--- config.mk ---
export PLATFORM = sky130hd
export DESIGN_NAME = spi_slave_core
export DESIGN_NICKNAME = d
export VERILOG_FILES = /design/src/rtl/spi_pkg.sv /design/src/rtl/spi_slave_sync.sv /design/src/rtl/spi_slave_core.sv
export SDC_FILE = /design/constraint.sdc
export NUM_CORES = 1
export LEC_CHECK = 0
export ABC_CLOCK_PERIOD_IN_PS = 1900
export CAP_MARGIN = 20
export CORE_AREA = 2 2 155 119
export CTS_CLUSTER_SIZE = 16
export DETAILED_ROUTE_END_ITERATION = 10
export DIE_AREA = 0 0 157 121
export SLEW_MARGIN = 20
export SYNTH_ARGS = -nofsm -noshare
export SYNTH_HDL_FRONTEND = slang
export SYNTH_HIERARCHICAL = 1
export SYNTH_SLANG_ARGS = --single-unit
--- constraint.sdc ---
create_clock -name clock -period 1.9 [get_ports clock]
set_clock_uncertainty 0.1 [all_clocks]
set_input_delay 0.19 -clock clock [delete_from_list [all_inputs] [get_ports clock]]
set_output_delay 0.19 -clock clock [all_outputs]
set_load 0.02 [all_outputs]
--- src/rtl/spi_pkg.sv ---
// Shared SPI definitions: FSM state encoding, settings-bus register offsets
// and small helpers used by the SPI slave (and master) cores.
package spi_pkg;

  typedef enum logic [1:0] {
    ST_WAIT_IDLE = 2'd0,
    ST_IDLE      = 2'd1,
    ST_ACTIVE    = 2'd2,
    ST_DONE      = 2'd3
  } spi_state_e;

  // Register offsets relative to the block's settings-bus base address.
  localparam logic [7:0] SPI_REG_TX_DATA = 8'd0;

  // Received-bit counter saturates here so very long frames stay readable.
  localparam logic [5:0] SPI_BITS_MAX = 6'd63;

  // Saturating increment of the 6-bit received-bit counter.
  function automatic logic [5:0] sat_inc6(input logic [5:0] v);
    logic [5:0] r;
    if (v == SPI_BITS_MAX) begin
      r = v;
    end else begin
      r = v + 6'd1;
    end
    return r;
  endfunction

endpackage

--- src/rtl/spi_slave_sync.sv ---
// Two-flop synchronizer for an asynchronous SPI pin plus a history flop
// that yields single-cycle rise/fall pulses on the synchronized level.
module spi_slave_sync #(
  parameter logic IDLE_VAL = 1'b0
) (
  input  logic i_clk,
  input  logic i_reset_n,
  input  logic i_pin,
  output logic o_level,
  output logic o_rise,
  output logic o_fall
);

  logic r_meta;
  logic r_sync;
  logic r_hist;

  // Synchronize the pin and keep one cycle of history; reset to the idle level
  // so no spurious edge is seen when reset releases.
  always_ff @(posedge i_clk) begin
    if (!i_reset_n) begin
      r_meta <= IDLE_VAL;
      r_sync <= IDLE_VAL;
      r_hist <= IDLE_VAL;
    end else begin
      r_meta <= i_pin;
      r_sync <= r_meta;
      r_hist <= r_sync;
    end
  end

  assign o_level = r_sync;
  assign o_rise  = r_sync & ~r_hist;
  assign o_fall  = ~r_sync & r_hist;

endmodule

--- src/rtl/spi_slave_core.sv ---
// SPI slave endpoint: oversamples sclk/sen/mosi on the fabric clock, shifts
// out a word loaded over the settings bus and captures the word on mosi,
// presenting it on readback with a one-cycle strobe at frame end.
module spi_slave_core
  import spi_pkg::*;
#(
  parameter logic [7:0]  BASE     = 8'h00,
  parameter logic        CLK_IDLE = 1'b0,
  parameter logic        CPHA     = 1'b0,
  parameter logic [31:0] TX_FILL  = 32'h0000_0000
) (
  input  logic        clock,
  input  logic        reset,
  input  logic        set_stb,
  input  logic [7:0]  set_addr,
  input  logic [31:0] set_data,
  output logic [31:0] readback,
  output logic [5:0]  readback_bits,
  output logic        readback_stb,
  output logic        tx_underrun,
  output logic        busy,
  input  logic        sclk,
  input  logic        sen,
  input  logic        mosi,
  output logic        miso,
  output logic        miso_oe
);

  localparam logic [7:0] TX_ADDR = BASE + SPI_REG_TX_DATA;

  spi_state_e r_state;
  spi_state_e w_state_nxt;

  logic        w_sclk_level, w_sclk_rise, w_sclk_fall;
  logic        w_sen_level,  w_sen_rise,  w_sen_fall;
  logic        w_mosi_level, w_mosi_rise, w_mosi_fall;
  logic        w_unused_mosi_edges;
  logic        w_sclk_edge, w_lead, w_trail;
  logic        w_start, w_sample, w_shift, w_done;
  logic        w_tx_write;
  logic [31:0] w_load_word;

  logic [1:0]  r_settle;
  logic [31:0] r_tx_word;
  logic        r_tx_fresh;
  logic [31:0] r_shift;
  logic [31:0] r_rx;
  logic [5:0]  r_bit_cnt;
  logic        r_first;
  logic        r_miso;
  logic        r_miso_oe;
  logic        r_busy;
  logic        r_underrun;
  logic [31:0] r_readback;
  logic [5:0]  r_readback_bits;
  logic        r_readback_stb;

  spi_slave_sync #(.IDLE_VAL(CLK_IDLE)) u_sync_sclk (
    .i_clk(clock), .i_reset_n(reset), .i_pin(sclk),
    .o_level(w_sclk_level), .o_rise(w_sclk_rise), .o_fall(w_sclk_fall)
  );

  spi_slave_sync #(.IDLE_VAL(1'b1)) u_sync_sen (
    .i_clk(clock), .i_reset_n(reset), .i_pin(sen),
    .o_level(w_sen_level), .o_rise(w_sen_rise), .o_fall(w_sen_fall)
  );

  spi_slave_sync #(.IDLE_VAL(1'b0)) u_sync_mosi (
    .i_clk(clock), .i_reset_n(reset), .i_pin(mosi),
    .o_level(w_mosi_level), .o_rise(w_mosi_rise), .o_fall(w_mosi_fall)
  );

  // mosi is only ever sampled as a level; its edge pulses have no use here.
  assign w_unused_mosi_edges = w_mosi_rise | w_mosi_fall;

  // Leading edge leaves the idle level, trailing edge returns to it.
  assign w_sclk_edge = w_sclk_rise | w_sclk_fall;
  assign w_lead      = w_sclk_edge & (w_sclk_level != CLK_IDLE);
  assign w_trail     = w_sclk_edge & (w_sclk_level == CLK_IDLE);

  assign w_tx_write  = set_stb & (set_addr == TX_ADDR);
  assign w_load_word = r_tx_fresh ? r_tx_word : TX_FILL;

  // State register.
  always_ff @(posedge clock) begin
    if (!reset) begin
      r_state <= ST_WAIT_IDLE;
    end else begin
      r_state <= w_state_nxt;
    end
  end

  // Next-state logic and per-cycle datapath controls.
  always_comb begin
    w_state_nxt = r_state;
    w_start     = 1'b0;
    w_sample    = 1'b0;
    w_shift     = 1'b0;
    w_done      = 1'b0;
    case (r_state)
      ST_WAIT_IDLE: begin
        // Let the synchronizers fill with real pin values before trusting sen,
        // so a frame already running at reset release is not picked up.
        if ((r_settle == 2'd3) && w_sen_level) begin
          w_state_nxt = ST_IDLE;
        end else begin
          w_state_nxt = ST_WAIT_IDLE;
        end
      end
      ST_IDLE: begin
        if (w_sen_fall) begin
          w_start     = 1'b1;
          w_state_nxt = ST_ACTIVE;
        end else begin
          w_state_nxt = ST_IDLE;
        end
      end
      ST_ACTIVE: begin
        // End of frame wins over any sclk edge seen in the same cycle.
        if (w_sen_rise) begin
          w_state_nxt = ST_DONE;
        end else begin
          w_sample = CPHA ? w_trail : w_lead;
          w_shift  = CPHA ? w_lead  : w_trail;
        end
      end
      ST_DONE: begin
        w_done      = 1'b1;
        w_state_nxt = ST_IDLE;
      end
      default: begin
        w_state_nxt = ST_WAIT_IDLE;
      end
    endcase
  end

  // Post-reset settle counter used only while waiting for an idle bus.
  always_ff @(posedge clock) begin
    if (!reset) begin
      r_settle <= 2'd0;
    end else if ((r_state == ST_WAIT_IDLE) && (r_settle != 2'd3)) begin
      r_settle <= r_settle + 2'd1;
    end else begin
      r_settle <= r_settle;
    end
  end

  // Tx data register; a write in the frame-start cycle stays fresh for the next frame.
  always_ff @(posedge clock) begin
    if (!reset) begin
      r_tx_word  <= 32'h0000_0000;
      r_tx_fresh <= 1'b0;
    end else if (w_tx_write) begin
      r_tx_word  <= set_data;
      r_tx_fresh <= 1'b1;
    end else if (w_start) begin
      r_tx_fresh <= 1'b0;
    end else begin
      r_tx_fresh <= r_tx_fresh;
    end
  end

  // Shift/capture datapath and registered outputs.
  always_ff @(posedge clock) begin
    if (!reset) begin
      r_shift         <= 32'h0000_0000;
      r_rx            <= 32'h0000_0000;
      r_bit_cnt       <= 6'd0;
      r_first         <= 1'b0;
      r_miso          <= 1'b0;
      r_miso_oe       <= 1'b0;
      r_busy          <= 1'b0;
      r_underrun      <= 1'b0;
      r_readback      <= 32'h0000_0000;
      r_readback_bits <= 6'd0;
      r_readback_stb  <= 1'b0;
    end else begin
      r_readback_stb <= 1'b0;
      r_busy         <= (w_state_nxt == ST_ACTIVE);
      if (w_start) begin
        r_shift   <= w_load_word;
        r_rx      <= 32'h0000_0000;
        r_bit_cnt <= 6'd0;
        r_first   <= 1'b1;
        r_miso_oe <= 1'b1;
        // With CPHA=0 the first bit must be on miso before the first sample edge.
        r_miso    <= CPHA ? 1'b0 : w_load_word[31];
        if (!r_tx_fresh) begin
          r_underrun <= 1'b1;
        end
      end else if (w_sample) begin
        r_rx      <= {r_rx[30:0], w_mosi_level};
        r_bit_cnt <= sat_inc6(r_bit_cnt);
      end else if (w_shift) begin
        if (CPHA && r_first) begin
          r_miso  <= r_shift[31];
          r_first <= 1'b0;
        end else begin
          r_shift <= {r_shift[30:0], 1'b0};
          r_miso  <= r_shift[30];
        end
      end else if (w_done) begin
        r_miso_oe <= 1'b0;
        r_miso    <= 1'b0;
        if (r_bit_cnt != 6'd0) begin
          r_readback      <= r_rx;
          r_readback_bits <= r_bit_cnt;
          r_readback_stb  <= 1'b1;
        end
      end
    end
  end

  assign readback      = r_readback;
  assign readback_bits = r_readback_bits;
  assign readback_stb  = r_readback_stb;
  assign tx_underrun   = r_underrun;
  assign busy          = r_busy;
  assign miso          = r_miso;
  assign miso_oe       = r_miso_oe;

endmodule

# == Word-level counts from Yosys, hierarchy flattened ==
# Index checks and enable logic that the tools add are counted.
# Widths: inputs -> output; s select.
# classes
n_eq_ne,9
n_reduce_logical,17
mux,25
addsub,2
bitwise,19
# ops
operator,count
$mux 31,3
$mux 32,1
$mux 1,18
$not 1->1,11
$eq 2x2->1 const B,4
$logic_not 8->1,1
$pmux 2 s4,1
$reduce_and 2->1,4
$and 1x1->1,7
$add 6x1->6 const B,1
$eq 6x6->1 const B,1
$ne 2x2->1 const B,3
$reduce_bool 2->1,3
$reduce_bool 6->1,1
$reduce_and 5->1,1
$reduce_or 5->1,1
$mux 2,2
$reduce_and 3->1,1
$reduce_bool 3->1,1
$add 2x1->2 const B,1
$eq 2x1->1 const B,1
$logic_and 1x1->1,2
$logic_not 2->1,1
$reduce_or 2->1,1
$or 1x1->1,1
# totals
inputBits,46
ff_bits,157
output_inout_bits,43
elab_cells,94

# == Longest topological paths before layout ==
# logic_depth
word_depth,9
mapped_depth,9
mapped_depth_nobuf,5

# == By module ==
# The synthesis kept the hierarchy.
# modules_own_cells
mod,instances,area_each_um2,seq_area_each_um2,cells_each
spi_slave_core,1,5595.4,2982.9,712
spi_slave_sync,3,91.3,60.1,8

# == Worst setup path after synthesis ==
# No wires, ideal clock.
# synth_timing
kind,flip-flop to flip-flop
start,reg r_state[0]
end,reg r_bit_cnt[3]
arrival_time_ns,1.862
path_buffers,3
stages_incl_launch_ff,8
path_slack_ns,-0.132
cell_sequence,dfxtp_1 -> buf_6 -> or3b_1 -> buf_2 -> or2_1 -> clkbuf_1 -> or4_1 -> a21oi_1
# synth_between
elab_chain_len,3
word_cells_on_any_way,6
cone_classes,eq/ne: 2; mux: 2; reduce/logical: 2
# synth_lines
item,line_no,source
from (decl),spi_slave_core.sv:31,spi_state_e r_state;
from (signal assigned),spi_slave_core.sv:89,r_state <= w_state_nxt;
$eq 2x2->1 or $eq 2x1->1 (tied branches),spi_slave_core.sv:100,case (r_state)
$mux 1,spi_slave_core.sv:100,
$reduce_and 2->1 (no source line) or $reduce_or 2->1 (tied branches),n/a,
to (signal assigned),spi_slave_core.sv:193,r_bit_cnt <= sat_inc6(r_bit_cnt);
to (decl),spi_slave_core.sv:48,logic [5:0] r_bit_cnt;
# Parallel ways exist; a longest one is shown, timed or not.
# A chain may end at the register's enable or synchronous reset.

# == Final worst setup path ==
# layout_timing
start,reg u_sync_sen.r_sync (netlist: u_sync_sen/o_level)
end,reg r_shift[8]
# layout_between
word_cells_on_any_way,13
cone_classes,eq/ne: 1; mux: 7; bitwise: 3; reduce/logical: 2
# layout_rtl
item,line_no,source
from (decl),spi_slave_sync.sv:15,logic r_sync;
from (signal assigned),spi_slave_sync.sv:27,r_sync <= r_meta;
$and 1x1->1 *,spi_slave_sync.sv:33,assign o_rise = r_sync & ~r_hist;
net w_sen_rise,spi_slave_core.sv:35,"logic w_sen_level, w_sen_rise, w_sen_fall;"
$mux 1,spi_slave_core.sv:120,if (w_sen_rise) begin
$mux 1,spi_slave_core.sv:100,
$ne 2x2->1 (no source line) or $reduce_bool 2->1 (tied branches),n/a,
$reduce_and 2->1 (no source line) *,n/a,
to (signal assigned),spi_slave_core.sv:181,r_shift <= w_load_word;
to (signal assigned),spi_slave_core.sv:199,"r_shift <= {r_shift[30:0], 1'b0};"
to (decl),spi_slave_core.sv:46,logic [31:0] r_shift;
# The timed path passes the listed nets; every way through them passes the cells marked *.

==> results_dict.tcl <==
set metrics [dict create \
    cts.clk_slew.worst_paths_ps 60 \
    power.density_cell_area_nw_per_um2 875 \
    design.die.area_um2 19000 \
    grtUsageTotal 0.160 \
    final_area_um2 8390 \
    grt_overflow 0 \
    wire_per_inst_um 14.2 \
    cts_tree "yes" \
    layout_common_cells "sky130_fd_sc_hd__nand2_1, sky130_fd_sc_hd__dfxtp_1, sky130_fd_sc_hd__a21oi_1, sky130_fd_sc_hd__clkdlybuf4s50_1, sky130_fd_sc_hd__buf_4" \
    antenna_cells 0 \
    postPlaceCellArea_um2 7220 \
    leakage_nw 2.87 \
    final_antenna_net_count 0 \
    placementRows 42 \
    worst_skew_pair.late_latency_ps 420 \
    area_growth_pct 43.8 \
    detail_route.first_pass.iterations 4 \
    finalCoreUtilization 0.482 \
    setup_viol_count_final 28 \
    coreArea_um2 17400 \
    post-dp-hpwl_mm 9.00 \
    synth_nets 781 \
    buffer_ports.inserted 88 \
    worst_setup_path_end_kind "flip-flop" \
    timing.setup.critical_path_class "flip-flop to flip-flop" \
    post_synthesis_cell_area_um2 5830 \
    worst_setup_path_start_kind "flip-flop" \
    outcome "finished with violations" \
    drv_cap 0 \
    required_time_at_the_worst_slack_endpoint_ps 2080 \
    max_slew_headroom 0.602 \
    gp_congestion 0.725 \
    postSynthAreaPerCell_um2 7.97 \
    timing.fmax_ghz 0.509 \
    final_common_cell "sky130_fd_sc_hd__nand2_1" \
    viasPerCell 4.74 \
    tritoncts.num_buffers 17 \
    clockRootBuffer "sky130_fd_sc_hd__clkbuf_16" \
    io_pins 89 \
    htree_num_levels 4 \
    hold_class "primary input to flip-flop" \
    dieWidth_um 157 \
    floorplan.die.height_um 121 \
    initial_utilization 0.335 \
    rsz0062_at_grt "yes" \
    final-hold-violation-count 0 \
    failed_checks "setup timing" \
    worst_r2r_startpoint "u_sync_sen/o_level" \
    post_route_cells_drive_above_1_share 0.178 \
    min_period_over_period 1.03 \
    synthesis.yosys.warnings 6 \
    post-route-min-period_ps 1970 \
    slew_at_the_pin_closest_to_its_max_slew_limit_ps 595 \
    via_count 5157 \
    cts_sink_cnt 157 \
    holdCritStartpoint "set_data[25]" \
    worstSetupStartpoint "u_sync_sen/o_level" \
    critPathArrivalTime_ps 2150 \
    grt_pass1_wl_mm 24.0 \
    antenna_found_initial 0 \
    final-max-slew-violation-count 0 \
    number_of_global_route_vias_before_repair 4766 \
    grt_start_max_net_pins 42 \
    synth_cells 732 \
    detailedRoute.firstIterationViolations 261 \
    cts-root-to-sink-buffers 2 \
    remaining_drc_errors 0 \
    routed_wl_mm 15.4 \
    finalNetCount 882 \
    placement.setup.worst_slack_ps -74.0 \
    worstPathMaxFanout 7 \
    fin_setup_tns_ps -1240 \
    cts_hold_repair.buffers 0 \
    final.setup.worst_slack_ps -65.6 \
    ir_drop_v 0.000542 \
]
where the power goes:
group / switching [mW] / internal [mW] / leakage, nW
Clock: 1.35 / 2.22 / 0.284
Combinational: 0.173 / 0.210 / 1.32
Sequential: 0.0357 / 3.35 / 1.27
Total: 1.56 / 5.77 / 2.87
layout make-up:
| type | instances | area, um2 |
|---|---|---|
| clock buffer | 20 | 447 |
| clock inverter | 11 | 168 |
| fill | 1685 | 9010 |
| inverter | 5 | 20.0 |
| multi-input combinational | 514 | 2830 |
| sequential | 157 | 3140 |
| tap | 242 | 303 |
| timing repair buffer | 138 | 1480 |
worst paths after layout:
kind | to | slack, ps | depth (start not counted)
worst max-delay path | r_shift[8] | -70 | 7
worst min-delay path | r_tx_word[25] | 210 | 3
worst max register to register | r_shift[8] | -70 | 7
worst min register to register | u_sync_sen/o_level | 310 | 1
flip-flops by register name, indices dropped and copies added, names as in the netlist, 2 cells and up:
name,cells
readback_bits,6
r_settle,2
readback,32
r_tx_word,32
r_state,2
r_bit_cnt,6
r_rx,32
r_shift,31
metrics by stage:
| step | power [mW] | hold WS [ps] | std cells |
|---|---|---|---|
| floorplan | 3.62 | 163 | 732 |
| global placement | 3.80 | 309 | 1045 |
| detailed placement | 3.80 | 298 | 1045 |
| CTS | 7.39 | 195 | 1083 |
| global route | 7.58 | 218 | 1087 |
| finish | 7.34 | 211 | 1087 |
what timing repair did:
item / 4_1_cts / 5_1_grt
gates resized for setup: 11 / 87
setup endpoints to repair: 32 / 69
buffers inserted: 4 / 2
cloned: 3 / 5
pin swaps: 8 / 34
per-layer routing:
metal,GRT usage,part of all wire,vias to the layer above
met3,0.0521,0.055,8
met5,0,0,-
met1,0.233,0.51,2397
li1,-,-,2656
met4,0.0442,0.0049,0
met2,0.223,0.43,96
worst max-delay path, cell delays in order, from the launching register on:
cell	delay (ps)
sky130_fd_sc_hd__dfxtp_2	320
sky130_fd_sc_hd__nor2b_1	120
sky130_fd_sc_hd__or3b_4	380
sky130_fd_sc_hd__buf_6	130
sky130_fd_sc_hd__or3_4	410
sky130_fd_sc_hd__clkbuf_16	210
sky130_fd_sc_hd__nand2_4	70
sky130_fd_sc_hd__a311oi_2	80
Note: power is estimated with default switching activity, not from simulation.
